$ cat src/rtl/pipeline_hazard_ctrl_if.sv
// Hazard-control bundle between the 5-stage pipeline datapath and its sequencing controller.
// The pipeline (master) reports hazard sources and the controller (slave) returns stage controls.
interface pipeline_hazard_ctrl_if;
  logic [4:0]  id_rs;
  logic [4:0]  id_rt;
  logic        ex_mem_read;
  logic [4:0]  ex_rt;
  logic        branch_taken;
  logic        mem_req;
  logic        mem_ready;
  logic        pc_en;
  logic        ifid_en;
  logic        ifid_flush;
  logic        idex_en;
  logic        idex_flush;
  logic        exmem_en;
  logic        memwb_en;
  logic        memwb_bubble;
  logic        mem_timeout;
  logic [15:0] stall_cnt;

  modport master (
    output id_rs, id_rt, ex_mem_read, ex_rt, branch_taken, mem_req, mem_ready,
    input  pc_en, ifid_en, ifid_flush, idex_en, idex_flush, exmem_en, memwb_en,
           memwb_bubble, mem_timeout, stall_cnt
  );

  modport slave (
    input  id_rs, id_rt, ex_mem_read, ex_rt, branch_taken, mem_req, mem_ready,
    output pc_en, ifid_en, ifid_flush, idex_en, idex_flush, exmem_en, memwb_en,
           memwb_bubble, mem_timeout, stall_cnt
  );
endinterface

$ cat src/rtl/pipeline_hazard_ctrl.sv
// Pipeline sequencing controller: load-use, taken-branch and memory-wait hazards with
// Mealy stage controls, a memory-wait watchdog and a saturating freeze-cycle counter.
module pipeline_hazard_ctrl #(
  parameter int unsigned MAX_WAIT = 255,
  parameter int unsigned WAIT_W   = 8
) (
  input  logic                    clk,
  input  logic                    rst_n,
  pipeline_hazard_ctrl_if.slave   hz
);

  localparam int unsigned CNT_W = 16;

  typedef enum logic [1:0] {
    S_RUN      = 2'd0,
    S_MEM_WAIT = 2'd1,
    S_HALT     = 2'd2
  } state_t;

  state_t            r_state;
  state_t            w_state_nxt;
  logic [WAIT_W-1:0] r_wait_cnt;
  logic [WAIT_W-1:0] w_wait_nxt;
  logic              r_timeout;
  logic              w_timeout_nxt;
  logic [CNT_W-1:0]  r_stall_cnt;
  logic              w_stall_inc;

  logic w_pc_en, w_ifid_en, w_ifid_flush, w_idex_en, w_idex_flush;
  logic w_exmem_en, w_memwb_en, w_memwb_bubble;
  logic w_mem_haz, w_load_use;

  assign w_mem_haz  = hz.mem_req & ~hz.mem_ready;
  assign w_load_use = hz.ex_mem_read && (hz.ex_rt != 5'd0) &&
                      ((hz.ex_rt == hz.id_rs) || (hz.ex_rt == hz.id_rt));

  // Next-state and Mealy stage controls; RUN and MEM_WAIT share the same decode.
  always_comb begin
    w_state_nxt    = r_state;
    w_wait_nxt     = '0;
    w_timeout_nxt  = r_timeout;
    w_stall_inc    = 1'b0;
    w_pc_en        = 1'b0;
    w_ifid_en      = 1'b0;
    w_ifid_flush   = 1'b0;
    w_idex_en      = 1'b0;
    w_idex_flush   = 1'b0;
    w_exmem_en     = 1'b0;
    w_memwb_en     = 1'b0;
    w_memwb_bubble = 1'b0;

    if (rst_n) begin
      case (r_state)
        S_RUN, S_MEM_WAIT: begin
          if (w_mem_haz) begin
            w_memwb_en     = 1'b1;
            w_memwb_bubble = 1'b1;
            w_wait_nxt     = r_wait_cnt + WAIT_W'(1);
            w_state_nxt    = S_MEM_WAIT;
            if (r_wait_cnt == WAIT_W'(MAX_WAIT - 1)) begin
              w_timeout_nxt = 1'b1;
              w_state_nxt   = S_HALT;
            end
          end else begin
            w_state_nxt = S_RUN;
            w_pc_en     = 1'b1;
            w_ifid_en   = 1'b1;
            w_idex_en   = 1'b1;
            w_exmem_en  = 1'b1;
            w_memwb_en  = 1'b1;
            if (hz.branch_taken) begin
              w_ifid_flush = 1'b1;
              w_idex_flush = 1'b1;
            end else if (w_load_use) begin
              w_pc_en      = 1'b0;
              w_ifid_en    = 1'b0;
              w_idex_flush = 1'b1;
            end
          end
          w_stall_inc = ~w_pc_en;
        end
        S_HALT:  w_state_nxt = S_HALT;
        default: w_state_nxt = S_RUN;
      endcase
    end
  end

  always_ff @(posedge clk) begin
    if (!rst_n) begin
      r_state     <= S_RUN;
      r_wait_cnt  <= '0;
      r_timeout   <= 1'b0;
      r_stall_cnt <= '0;
    end else begin
      r_state    <= w_state_nxt;
      r_wait_cnt <= w_wait_nxt;
      r_timeout  <= w_timeout_nxt;
      if (w_stall_inc && (r_stall_cnt != {CNT_W{1'b1}})) begin
        r_stall_cnt <= r_stall_cnt + CNT_W'(1);
      end
    end
  end

  assign hz.pc_en        = w_pc_en;
  assign hz.ifid_en      = w_ifid_en;
  assign hz.ifid_flush   = w_ifid_flush;
  assign hz.idex_en      = w_idex_en;
  assign hz.idex_flush   = w_idex_flush;
  assign hz.exmem_en     = w_exmem_en;
  assign hz.memwb_en     = w_memwb_en;
  assign hz.memwb_bubble = w_memwb_bubble;
  assign hz.mem_timeout  = r_timeout;
  assign hz.stall_cnt    = r_stall_cnt;

endmodule

$ cat src/flat_wrapper.sv
// flat-port wrapper written by rule: the top's interface ports become plain ports
module pipeline_hazard_ctrl_flat 
#(
  parameter int unsigned MAX_WAIT = 255,
  parameter int unsigned WAIT_W   = 8
)
  (clk, rst_n, hz_id_rs, hz_id_rt, hz_ex_mem_read, hz_ex_rt, hz_branch_taken, hz_mem_req, hz_mem_ready, hz_pc_en, hz_ifid_en, hz_ifid_flush, hz_idex_en, hz_idex_flush, hz_exmem_en, hz_memwb_en, hz_memwb_bubble, hz_mem_timeout, hz_stall_cnt);
  pipeline_hazard_ctrl_if hz_i ();
  input  logic clk;
  input  logic rst_n;
  input wire logic [$bits(hz_i.id_rs)-1:0] hz_id_rs;
  input wire logic [$bits(hz_i.id_rt)-1:0] hz_id_rt;
  input wire logic [$bits(hz_i.ex_mem_read)-1:0] hz_ex_mem_read;
  input wire logic [$bits(hz_i.ex_rt)-1:0] hz_ex_rt;
  input wire logic [$bits(hz_i.branch_taken)-1:0] hz_branch_taken;
  input wire logic [$bits(hz_i.mem_req)-1:0] hz_mem_req;
  input wire logic [$bits(hz_i.mem_ready)-1:0] hz_mem_ready;
  output wire logic [$bits(hz_i.pc_en)-1:0] hz_pc_en;
  output wire logic [$bits(hz_i.ifid_en)-1:0] hz_ifid_en;
  output wire logic [$bits(hz_i.ifid_flush)-1:0] hz_ifid_flush;
  output wire logic [$bits(hz_i.idex_en)-1:0] hz_idex_en;
  output wire logic [$bits(hz_i.idex_flush)-1:0] hz_idex_flush;
  output wire logic [$bits(hz_i.exmem_en)-1:0] hz_exmem_en;
  output wire logic [$bits(hz_i.memwb_en)-1:0] hz_memwb_en;
  output wire logic [$bits(hz_i.memwb_bubble)-1:0] hz_memwb_bubble;
  output wire logic [$bits(hz_i.mem_timeout)-1:0] hz_mem_timeout;
  output wire logic [$bits(hz_i.stall_cnt)-1:0] hz_stall_cnt;
  assign hz_i.id_rs = hz_id_rs;
  assign hz_i.id_rt = hz_id_rt;
  assign hz_i.ex_mem_read = hz_ex_mem_read;
  assign hz_i.ex_rt = hz_ex_rt;
  assign hz_i.branch_taken = hz_branch_taken;
  assign hz_i.mem_req = hz_mem_req;
  assign hz_i.mem_ready = hz_mem_ready;
  assign hz_pc_en = hz_i.pc_en;
  assign hz_ifid_en = hz_i.ifid_en;
  assign hz_ifid_flush = hz_i.ifid_flush;
  assign hz_idex_en = hz_i.idex_en;
  assign hz_idex_flush = hz_i.idex_flush;
  assign hz_exmem_en = hz_i.exmem_en;
  assign hz_memwb_en = hz_i.memwb_en;
  assign hz_memwb_bubble = hz_i.memwb_bubble;
  assign hz_mem_timeout = hz_i.mem_timeout;
  assign hz_stall_cnt = hz_i.stall_cnt;
  pipeline_hazard_ctrl #(.MAX_WAIT(MAX_WAIT), .WAIT_W(WAIT_W)) u_core (.clk(clk), .rst_n(rst_n), .hz(hz_i));
endmodule
$ cat config.mk
export PLATFORM = sky130hd
export DESIGN_NAME = pipeline_hazard_ctrl_flat
export DESIGN_NICKNAME = d
export VERILOG_FILES = /design/src/rtl/pipeline_hazard_ctrl_if.sv /design/src/rtl/pipeline_hazard_ctrl.sv /design/src/flat_wrapper.sv
export SDC_FILE = /design/constraint.sdc
export NUM_CORES = 1
export LEC_CHECK = 0
export BUFFER_PORTS_ARGS = -buffer_cell sky130_fd_sc_hd__buf_2
export CELL_PAD_IN_SITES_DETAIL_PLACEMENT = 1
export CELL_PAD_IN_SITES_GLOBAL_PLACEMENT = 2
export CORE_ASPECT_RATIO = 1.1
export CORE_MARGIN = 1.5
export CORE_UTILIZATION = 26
export CTS_CLUSTER_DIAMETER = 50
export DETAILED_ROUTE_END_ITERATION = 6
export HOLD_SLACK_MARGIN = 0.1
export PLACE_DENSITY_LB_ADDON = 0.1
export SLEW_MARGIN = 20
export SYNTH_ARGS = -nofsm -noshare
export SYNTH_HDL_FRONTEND = slang
export SYNTH_SLANG_ARGS = --single-unit
$ cat constraint.sdc
create_clock -name clk -period 1.7 [get_ports clk]
set_clock_uncertainty 0.05 [all_clocks]
set_input_delay 0.34 -clock clk [delete_from_list [all_inputs] [get_ports clk]]
set_output_delay 0.34 -clock clk [all_outputs]
set_load 0.02 [all_outputs]
# After elaboration in Yosys (flattened, before gate mapping)
# Index checks and enable logic that the tools add are counted.
[word_totals]
ff_bits = 27
out_inout_bits = 25
wordCells = 55
[op_classes]
add_sub_neg = 2
n_eq_ne = 6
n_mux = 31
bitwise = 3
reduce_logical = 9
[ops]
columns = ["operator", "n"]
rows = [
  ["1-bit two-way mux", 28],
  ["16-bit by 1-bit adder with 16-bit output, second input constant", 1],
  ["16-bit inequality test, second input constant", 1],
  ["5-bit equality test", 2],
  ["8-bit by 1-bit adder with 8-bit output, second input constant", 1],
  ["8-bit equality test, second input constant", 1],
  ["3-bit AND reduction", 2],
  ["5-bit nonzero test", 1],
  ["2-bit two-way mux", 2],
  ["2-bit one-hot mux with 2 select lines", 1],
  ["1-bit logical AND", 3],
  ["2-bit by 1-bit equality test with 1-bit output, second input constant", 1],
  ["2-bit equality test, second input constant", 1],
  ["2-bit zero test", 1],
  ["1-bit NOT", 2],
  ["2-bit OR reduction", 1],
  ["1-bit AND", 1],
  ["1-bit logical OR", 1],
]

# Depth between registers and ports, before layout
# Gate-level depths: netlist of run 1.
[depth]
ltp_word = 12
depth_mapped = 8
mapped_depth_nobuf = 7

# Worst setup path before layout of run 1
# OpenSTA, ideal clock, no wires.
[synth_timing]
path_kind = "in2out"
from = "in hz_ex_rt[0]"
to = "out hz_pc_en"
t_arrival_ns = 1.908
required_ns = 1.310
slack_ns = -0.598
stages = 5
path_cell_list = "or4_1 -> o21ai_2 -> nor2_2 -> a21boi_0 -> buf_4"
[synth_between]
elab_chain_len = 10
elab_cells_between_ends = 13
classes_between = "2 x eq/ne; 7 x mux; 4 x reduce/logical"
[synth_lines]
columns = ["item", "line", "rtl"]
rows = [
  ["from (decl)", "flat_wrapper.sv:14", "input wire logic [$bits(hz_i.ex_rt)-1:0] hz_ex_rt;"],
  ["5-bit equality test or 5-bit nonzero test (tied branches)", "pipeline_hazard_ctrl.sv:35, pipeline_hazard_ctrl.sv:34", ""],
  ["1-bit logical OR or 1-bit logical AND (tied branches)", "pipeline_hazard_ctrl.sv:35, pipeline_hazard_ctrl.sv:34", ""],
  ["1-bit logical AND (*)", "pipeline_hazard_ctrl.sv:34", "assign w_load_use = hz.ex_mem_read && (hz.ex_rt != 5'd0) &&"],
  ["1-bit two-way mux (*)", "pipeline_hazard_ctrl.sv:74", "end else if (w_load_use) begin"],
  ["1-bit two-way mux (*)", "pipeline_hazard_ctrl.sv:71", "if (hz.branch_taken) begin"],
  ["1-bit two-way mux (*)", "pipeline_hazard_ctrl.sv:55", "if (w_mem_haz) begin"],
  ["1-bit two-way mux (*)", "pipeline_hazard_ctrl.sv:53", "case (r_state)"],
  ["1-bit two-way mux (*)", "pipeline_hazard_ctrl.sv:52", "if (rst_n) begin"],
  ["1-bit two-way mux (*)", "pipeline_hazard_ctrl.sv:53", ""],
  ["1-bit two-way mux (*)", "pipeline_hazard_ctrl.sv:52", ""],
  ["to (decl)", "flat_wrapper.sv:18", "output wire logic [$bits(hz_i.pc_en)-1:0] hz_pc_en;"],
]
# Every way passes the cells marked *; elsewhere a longest branch is shown, timed or not. The select of a mux whose other input is x is not followed.

# Final worst setup path of run 1
[layout_timing]
from = "in hz_ex_rt[0]"
to = "out hz_idex_flush"
[layout_between]
elab_chain_len = 8
elab_cells_between_ends = 11
classes_between = "2 x eq/ne; 5 x mux; 4 x reduce/logical"
[layout_lines]
columns = ["item", "line", "rtl"]
rows = [
  ["5-bit equality test or 5-bit nonzero test (tied branches)", "pipeline_hazard_ctrl.sv:35, pipeline_hazard_ctrl.sv:34", ""],
  ["1-bit logical OR or 1-bit logical AND (tied branches)", "pipeline_hazard_ctrl.sv:35, pipeline_hazard_ctrl.sv:34", ""],
  ["1-bit logical AND (*)", "pipeline_hazard_ctrl.sv:34", ""],
  ["1-bit two-way mux (*)", "pipeline_hazard_ctrl.sv:74", ""],
  ["1-bit two-way mux (*)", "pipeline_hazard_ctrl.sv:71", ""],
  ["1-bit two-way mux (*)", "pipeline_hazard_ctrl.sv:55", ""],
  ["1-bit two-way mux (*)", "pipeline_hazard_ctrl.sv:53", ""],
  ["1-bit two-way mux (*)", "pipeline_hazard_ctrl.sv:52", ""],
  ["to (decl)", "flat_wrapper.sv:22", "output wire logic [$bits(hz_i.idex_flush)-1:0] hz_idex_flush;"],
]
# Every way passes the cells marked *; elsewhere a longest branch is shown, timed or not.

==> qor.csv, run 1 <==
metric,value,unit
Leak,1.00,nW
CP max FO,2,
Post-Syn Area,1470,µm²
pin count of the biggest net entering global routing,18,
Worst-path clk slew,100,ps
post-synthesis sequential area ratio,36.8,%
post-layout minimum cycle time,2050,ps
Cells after DPL,315,
total congestion overflow,0,
H-tree lvl count,1,
fmax,487,MHz
total vias in the final route,1516,
Critical Path Sink Type,primary output,
Netlist cell types,43,
WHS,433,ps
register area,556,µm²
Layout Nets,277,
Tot GR Track Use,15.8,%
Fill cells,651,
mean post-synth cell area,8.65,µm²
clk root buf,clkbuf_8,
final core utilization,43.9,%
starting density of the core,27.1,%
buffers added on ports,45,
clock tree sinks,27,
Slew headroom,64.8,%
DRT Wirelength,4520,µm
routability cong.,0.761,
first-pass GRT wire length,7390,µm
chip width,74.7,µm
worst slew pin tran,527,ps
Post-synth top cells,"27 x dfxtp_1, 18 x nor2_1, 15 x nand2_1, 12 x xnor2_1, 11 x nand3_1",
YS warnings,0,
Setup WS post-layout,-354,ps
asr flop ratio synth,0,%
Avg WL per Cell,13.8,µm
total CTS buffers,3,
vias in the first global route,1584,
RSZ-0062 raised after global routing,true,
critical path arrival,1660,ps
CTS tree,yes,
ANT nets after route,0,
Non-Filler Instances,327,
HPWL Detailed,3160,µm
CP Launch Type,input port,
multi-input logic area,1010,µm²
area share of the largest cell type after synthesis,36.8,%
max-slew violations,0,
required time of the critical path,1310,ps
CTS Buffer Depth,2,
Post-synth EDFFs,0,
DRC,0,
routed vias/inst,4.64,
CTS hold repair buffers,0,
Seq cells post-synth,27,
final hold vios,0,
Main synth FF type,dfxtp_1,
# setup viols final,21,
worst setup path class,in2out,
io pins,46,
die height,81.9,µm
Rows,28,
starting DRC count in detailed routing,47,
Pwr Total,1.27,mW
"count leader, synth",dfxtp_1,
failing checks,negative setup slack,
layout cell share with drive strength beyond 1,54.8,%
worst hold-check path type,reg2reg,
clock latency on the worst-skew pair,280,ps
ANT cells,0,
P per Cell Area,534,nW/µm²
Die Footprint,6110,µm²
cell taking the most area after synthesis,dfxtp_1,
synth top area cells,"dfxtp_1 37%, xnor2_1 7.1%, nor2_1 4.6%",
Tcrit/Tclk final,121,%
status,"complete, but fails checks",
Syn Inst Count,170,
VDD IR max,274,µV
DRT Pass-1 Iters,4,
max cap viols,0,
core area,5430,µm²
area delta synth->final,62.0,%
antenna violations before repair,0,
Synthesized Nets,194,
state kept, by name (all words and copies together), names as in the netlist:
register	cells
u_core.hz.mem_timeout	1
u_core.hz.stall_cnt	16
u_core.r_state	2
u_core.r_wait_cnt	8
layout make-up:
| class | count | area share, % |
|---|---|---|
| sequential | 27 | 23.3 |
| clock inverter | 1 | 0.368 |
| timing repair buffer | 84 | 27.0 |
| multi-input combinational | 129 | 42.4 |
| tap | 75 | 3.94 |
| inverter | 8 | 1.26 |
| clock buffer | 3 | 1.73 |
critical path, stage by stage:
cell     delay (ps)
buf_6            90
or4_4           540
o21ai_4         150
and2b_2         230
o21a_4          190
buf_6           120
cells by family (layout without fill, tap and decap cells):
group,count (synthesis),in the layout,share of synthesized area (%)
simple gates,75,75,28.6
compound gates,32,32,15.1
flops,27,27,36.8
xor+xnor,16,16,9.53
buf+inv,14,96,5.36
fa+ha+maj,3,3,2.55
mux,3,3,2.04
layer usage:
| metal | global-route usage, % | vias up | routed length (µm) |
|---|---|---|---|
| li1 | - | 762 | - |
| met1 | 17.3 | 724 | 1820 |
| met2 | 31.3 | 28 | 2540 |
| met3 | 2.09 | 2 | 130 |
| met4 | 3.82 | 0 | 26 |
| met5 | 0 | - | 0 |
report_power, final:
group,total (mW),switching (mW),internal [mW]
logic,0.239,0.115,0.125
registers,0.639,0.00351,0.636
clock network,0.392,0.220,0.172
through the flow:
stage / instance area, µm² / setup TNS (ps) / setup slack, ps
after floorplan: 1520 / -2580 / -207
after global placement: 2030 / -5480 / -407
after detailed placement: 2030 / -6160 / -411
after CTS: 2360 / -5490 / -382
after global routing: 2380 / -7370 / -467
final: 2380 / -4810 / -354
timing repair:
item | in CTS | in global routing
setup buffers | 8 | 1
resized for setup | 38 | 18
setup endpoints to repair | 22 | 22
pin swaps | 14 | 17
gates cloned | 3 | 0
worst paths after layout:
path / to / cells after the start / start / slack [ps]
max: hz_idex_flush / 6 / hz_ex_rt[0] / -350
min: u_core.r_wait_cnt[0]$_SDFF_PN0_ / 1 / u_core.r_wait_cnt[0]$_SDFF_PN0_ / 430
max reg2reg: u_core.hz.stall_cnt[10]$_SDFFE_PN0P_ / 9 / u_core.hz.stall_cnt[0]$_SDFFE_PN0P_ / -310
min reg2reg: u_core.r_wait_cnt[0]$_SDFF_PN0_ / 1 / u_core.r_wait_cnt[0]$_SDFF_PN0_ / 430
placed cells by master (no fill, tap or decap), types with 3 or more instances in the layout:
cell       n
dfxtp_2    9
nor2_1    16
or3_1      3
mux2i_1    3
nand3_1   11
nand2_1   15
xnor2_1   12
a21oi_2    5
buf_4     31
xor2_1     4
dfxtp_1   17
buf_2     37
clkbuf_8   3
inv_1      8
o21ai_2    4
a21oi_1    5
or3_2      4
buf_6     12
(Power assumes the default switching activity.)
==> run 2, diff against run 1 <==
Settings changed: BUFFER_PORTS_ARGS -buffer_cell sky130_fd_sc_hd__buf_2 to -buffer_cell sky130_fd_sc_hd__clkbuf_2.
==> run 2 against run 1 <==
Against the previous run: the run still ends with negative setup slack left; core utilization is 3.4 points higher; wire length is 8.0% higher; critical path depth stayed put; clock power hardly changed; first-iteration DRC count is 4.3% higher; flip-flop and latch count stayed put; global-route usage is 0.20 points higher; sequential power hardly changed; critical path type unchanged; critical endpoint unchanged; largest power group unchanged.
==> qor.csv, run 2 (same netlist as run 1, synthesis figures left out) <==
metric,value,unit,change
Pwr Total,1.31,mW,+2.8%
buffers added on ports,45,,unchanged
pin count of the biggest net entering global routing,18,,unchanged
P per Cell Area,509,nW/µm²,-4.6%
worst slew pin tran,593,ps,+65.8 ps
register area,552,µm²,-0.68%
crit path launch,hz_ex_rt[3],,
starting density of the core,27.1,%,unchanged
Final TNS setup,-4330,ps,+484 ps
antenna violations before repair,0,,unchanged
Layout Nets,285,,+2.9%
Critical Path Sink Type,primary output,,
Post-DP Area,2050,µm²,+0.74%
ANT nets after route,0,,unchanged
most used routing layer,met2,,
layout cell share with drive strength beyond 1,58.5,%,+3.7 points
starting DRC count in detailed routing,49,,+4.3%
Non-Filler Instances,335,,+2.4%
RSZ-0062 raised after global routing,true,,
final hold vios,0,,unchanged
routability cong.,0.750,,-1.4%
io pins,46,,unchanged
total vias in the final route,1562,,+3.0%
Worst-path clk slew,110,ps,about the same
clk root buf,clkbuf_8,,
Leak,1.07,nW,+6.8%
clock tree sinks,27,,unchanged
Reg2Reg Launch Point,u_core.hz.stall_cnt[0]$_SDFFE_PN0P_,,
met2 Resource Use GR,29.5,%,-1.8 points
"most common cell after layout, fill and taps aside",clkbuf_2,,
VDD IR max,309,µV,+13%
CTS Buffer Depth,2,,unchanged
DRT Pass-1 Iters,3,,-1
"Slowest-stage cell, CP",or4_4,,
"commonest cells after routing, fill and taps aside","37 x clkbuf_2, 35 x buf_4, 20 x dfxtp_1",,
area delta synth->final,74.6,%,
Cells after DPL,317,,+0.63%
Fill cells,653,,+0.31%
clock latency on the worst-skew pair,280,ps,about the same
CP top delay family,simple AND/OR/NAND/NOR gates,,
CTS tree,yes,,
Avg WL per Cell,14.6,µm,+5.5%
multi-input logic area,1090,µm²,+7.9%
worst setup path class,in2out,,
DRT Wirelength,4880,µm,+8.0%
max FFs per register,16,,unchanged
worst path bufs/invs,2,,unchanged
critical path arrival,1690,ps,+30 ps
chip width,74.7,µm,unchanged
total congestion overflow,0,,unchanged
crit path cell chain,buf_8 -> or4_4 -> o21ai_4 -> and2b_2 -> o21a_4 -> buf_6,,
Setup WS post-layout,-379,ps,-25.3 ps
required time of the critical path,1310,ps,about the same
Slew headroom,60.4,%,-4.4 points
HP Start,u_core.r_wait_cnt[0]$_SDFF_PN0_,,
fmax,481,MHz,-1.2%
biggest cell delay along the critical path,540,ps,about the same
# setup viols final,20,,-4.8%
Tcrit/Tclk final,122,%,+1.5 points
status,"complete, but fails checks",,
ANT cells,0,,unchanged
HPWL Detailed,3240,µm,+2.6%
final instance area,2570,µm²,+7.8%
met3 Resource Use GR,2.09,%,unchanged
failing checks,negative setup slack,,
CP max FO,3,,+1
vias in the first global route,1602,,+1.1%
Die Footprint,6110,µm²,unchanged
total CTS buffers,3,,unchanged
M1 GR Usage,18.3,%,+1.0 points
die height,81.9,µm,unchanged
routed vias/inst,4.66,,+0.57%
first-pass GRT wire length,7490,µm,+1.4%
max cap viols,0,,unchanged
max-slew violations,0,,unchanged
worst hold-check path type,reg2reg,,
DRC,0,,unchanged
Rows,28,,unchanged
WHS,427,ps,-5.19 ps
Tot GR Track Use,15.9,%,+0.20 points
post-layout minimum cycle time,2080,ps,+25.3 ps
core area,5430,µm²,unchanged
H-tree lvl count,1,,unchanged
CP Launch Type,input port,,
-- run 2: area by class of cell --
class	count	area share, %
timing repair buffer	92	29.2
clock inverter	1	0.341
inverter	8	1.27
multi-input combinational	129	42.4
clock buffer	3	1.61
sequential	27	21.5
tap	75	3.65
-- run 2: through the flow --
stage | utilization (%) | setup slack (ps)
after floorplan | - | -207
after global placement | 37.7 | -398
after detailed placement | 37.7 | -412
after CTS | 43.7 | -388
after global routing | 47.3 | -426
final | 47.3 | -379
-- run 2: routing by layer --
layer  vias to the layer above  part of all wire (%)
met1                       760                    39
li1                        778                     -
met3                         2                   2.1
met4                         0                  0.55
met2                        22                    58
met5                         -                     0
-- run 2: worst paths after layout --
check / slack [ps] / cells past startpoint / end
max: -380 / 6 / hz_idex_flush
min: 430 / 1 / u_core.r_wait_cnt[0]$_SDFF_PN0_
max reg2reg: -280 / 9 / u_core.hz.stall_cnt[4]$_SDFFE_PN0P_
min reg2reg: 430 / 1 / u_core.r_wait_cnt[0]$_SDFF_PN0_
-- run 2: repair_timing --
item / 4_1_cts / 5_1_grt
hold buffers: 0 / 0
buffers inserted: 9 / 6
pin swaps: 7 / 16
resized for setup: 39 / 45
cloned: 2 / 0
endpoints found under the setup margin: 22 / 23
-- run 2: power breakdown --
group	leakage [nW]	switching, mW	internal (mW)	total (mW)
Clock	0.0261	0.222	0.172	0.394
Combinational	0.820	0.127	0.147	0.274
Sequential	0.222	0.00349	0.636	0.639
==> run 3, diff against run 2 <==
Settings changed: CORE_UTILIZATION 26 to 27, CTS_BUF_LIST from default to sky130_fd_sc_hd__clkbuf_4 sky130_fd_sc_hd__clkbuf_8.
==> run 3 against run 2 <==
Against the previous run: the flow still finishes with violations (negative setup slack); global-route usage is 0.84 points higher; clock power rose by 2%; fmax is 1.3% higher; combinational power shrank 4%; critical path depth unchanged; critical path type unchanged; sequential share of layout area rose by 0.41 points; core utilization up 0.35 points; hold slack improved by 0.86 ps; register-to-register slack got worse by 20 ps; flip-flop and latch count stayed put; sequential power is essentially flat; critical endpoint unchanged; via count increased by 1.6%.
==> qor.csv, run 3 (same netlist as run 1, synthesis figures left out) <==
metric,value,unit,change
status,"complete, but fails checks",,
failing checks,negative setup slack,,
area delta synth->final,72.5,%,
clock power share,30.7,%,+0.6 points
pre-CTS setup slack,-415,ps,-3.60 ps
multi-input logic area,1070,µm²,-1.6%
RSZ-0062 raised after global routing,true,,
Fill cells,630,,-3.5%
biggest cell delay along the critical path,540,ps,about the same
pin count of the biggest net entering global routing,18,,unchanged
max-slew violations,0,,unchanged
total CTS buffers,3,,unchanged
first-pass GRT wire length,7530,µm,+0.45%
Cells after DPL,317,,unchanged
Leak,1.07,nW,-0.15%
VDD IR max,288,µV,-6.7%
DRT Wirelength,4940,µm,+1.1%
Non-Filler Instances,337,,+0.60%
die height,80.4,µm,-1.8%
Layout Nets,287,,+0.70%
Rows,28,,unchanged
critical path arrival,1660,ps,-30 ps
Die Footprint,5900,µm²,-3.6%
worst path bufs/invs,2,,unchanged
Tot GR Track Use,16.8,%,+0.84 points
total congestion overflow,0,,unchanged
CP max FO,2,,-1
DRT Pass-1 Iters,6,,+3
max FFs per register,16,,unchanged
DRC,0,,unchanged
"commonest cells after routing, fill and taps aside","38 x clkbuf_2, 38 x buf_4, 17 x dfxtp_1",,
CP Launch Type,input port,,
layout cell share with drive strength beyond 1,58.4,%,-0.065 points
Critical Path Sink Type,primary output,,
worst hold-check path type,reg2reg,,
CTS tree,yes,,
clock latency on the worst-skew pair,280,ps,about the same
CP top delay family,simple AND/OR/NAND/NOR gates,,
clock tree sinks,27,,unchanged
max cap viols,0,,unchanged
ANT cells,0,,unchanged
Worst-path clk slew,110,ps,about the same
fmax,487,MHz,+1.3%
ANT nets after route,0,,unchanged
P_int,0.949,mW,-0.59%
Flop pwr share,49.0,%,about the same
P per Cell Area,514,nW/µm²,+0.99%
CTS Buffer Depth,2,,unchanged
H-tree lvl count,1,,unchanged
CTS hold repair buffers,0,,unchanged
crit path cell chain,buf_8 -> or4_4 -> o21ai_4 -> and2b_2 -> o21a_4 -> buf_6,,
vias in the first global route,1637,,+2.2%
HPWL Detailed,3380,µm,+4.3%
switch share,27.2,%,+0.25 points
required time of the critical path,1310,ps,about the same
Tcrit/Tclk final,121,%,-1.6 points
Slew headroom,63.6,%,+3.2 points
routability cong.,0.723,,-3.7%
io pins,46,,unchanged
antenna violations before repair,0,,unchanged
worst setup path class,in2out,,
starting density of the core,27.6,%,+0.53 points
buffers added on ports,45,,unchanged
Avg WL per Cell,14.6,µm,+0.53%
Setup WS post-layout,-352,ps,+27.5 ps
Pwr Total,1.30,mW,-0.24%
worst slew pin tran,545,ps,-47.7 ps
register area,556,µm²,+0.68%
"Slowest-stage cell, CP",or4_4,,
total vias in the final route,1587,,+1.6%
Psw,0.355,mW,+0.70%
# setup viols final,20,,unchanged
post-layout minimum cycle time,2050,ps,-27.5 ps
final hold vios,0,,unchanged
starting DRC count in detailed routing,43,,-12%
Final TNS setup,-4990,ps,-658 ps
clk root buf,clkbuf_8,,
chip width,73.4,µm,-1.8%
routed vias/inst,4.71,,+1.0%
Combinational Power Share,20.3,%,-0.6 points
core area,5330,µm²,-1.9%
## run 3: final cells by class
cell class              count  area share (%)
clock buffers               3            1.63
well taps                  75            3.70
multi-input cells         129            42.3
clock inverters             1           0.345
repair buffers             94            29.0
flip-flops and latches     27            21.9
inverters                   8            1.18
## run 3: per-layer routing
layer | part of all wire [%] | vias up | wire length (µm) | track usage [%]
met5 | 0 | - | 0 | 0
met3 | 2.9 | 6 | 144 | 2.13
met4 | 1.5 | 0 | 72 | 6.30
met1 | 37 | 768 | 1820 | 16.9
li1 | - | 781 | - | -
met2 | 59 | 32 | 2900 | 33.9
## run 3: worst paths after layout
kind | start | endpoint | slack (ps) | cells past startpoint
hold / removal | u_core.r_wait_cnt[0]$_SDFF_PN0_ | u_core.r_wait_cnt[0]$_SDFF_PN0_ | 430 | 1
setup / recovery | hz_ex_rt[3] | hz_idex_flush | -350 | 6
hold reg to reg | u_core.r_wait_cnt[0]$_SDFF_PN0_ | u_core.r_wait_cnt[0]$_SDFF_PN0_ | 430 | 1
setup reg to reg | u_core.hz.stall_cnt[1]$_SDFFE_PN0P_ | u_core.hz.stall_cnt[1]$_SDFFE_PN0P_ | -300 | 9
## run 3: what timing repair did
item | in CTS | in global routing
gates cloned | 3 | 0
gates resized for setup | 50 | 26
pin swaps | 17 | 16
setup endpoints to repair | 22 | 22
buffers inserted | 10 | 10
hold endpoints to repair | 0 | 0
## run 3: power by group through the flow
stage | Clock (mW) | Sequential, mW | Combinational [mW]
5_1_grt | 0.441 | 0.640 | 0.282
6_report | 0.400 | 0.639 | 0.264
3_5_place_dp | 0 | 0.653 | 0.184
4_1_cts | 0.409 | 0.639 | 0.259
3_3_place_gp | 0 | 0.653 | 0.177
2_1_floorplan | 0 | 0.657 | 0.104
## run 3: metrics by stage
step	area [µm²]	hold WS [ps]	util (%)
after floorplan	1520	380	-
after global routing	2540	459	47.6
after detailed placement	2050	414	38.4
after CTS	2460	439	46.1
after global placement	2050	391	38.4
final	2540	428	47.6
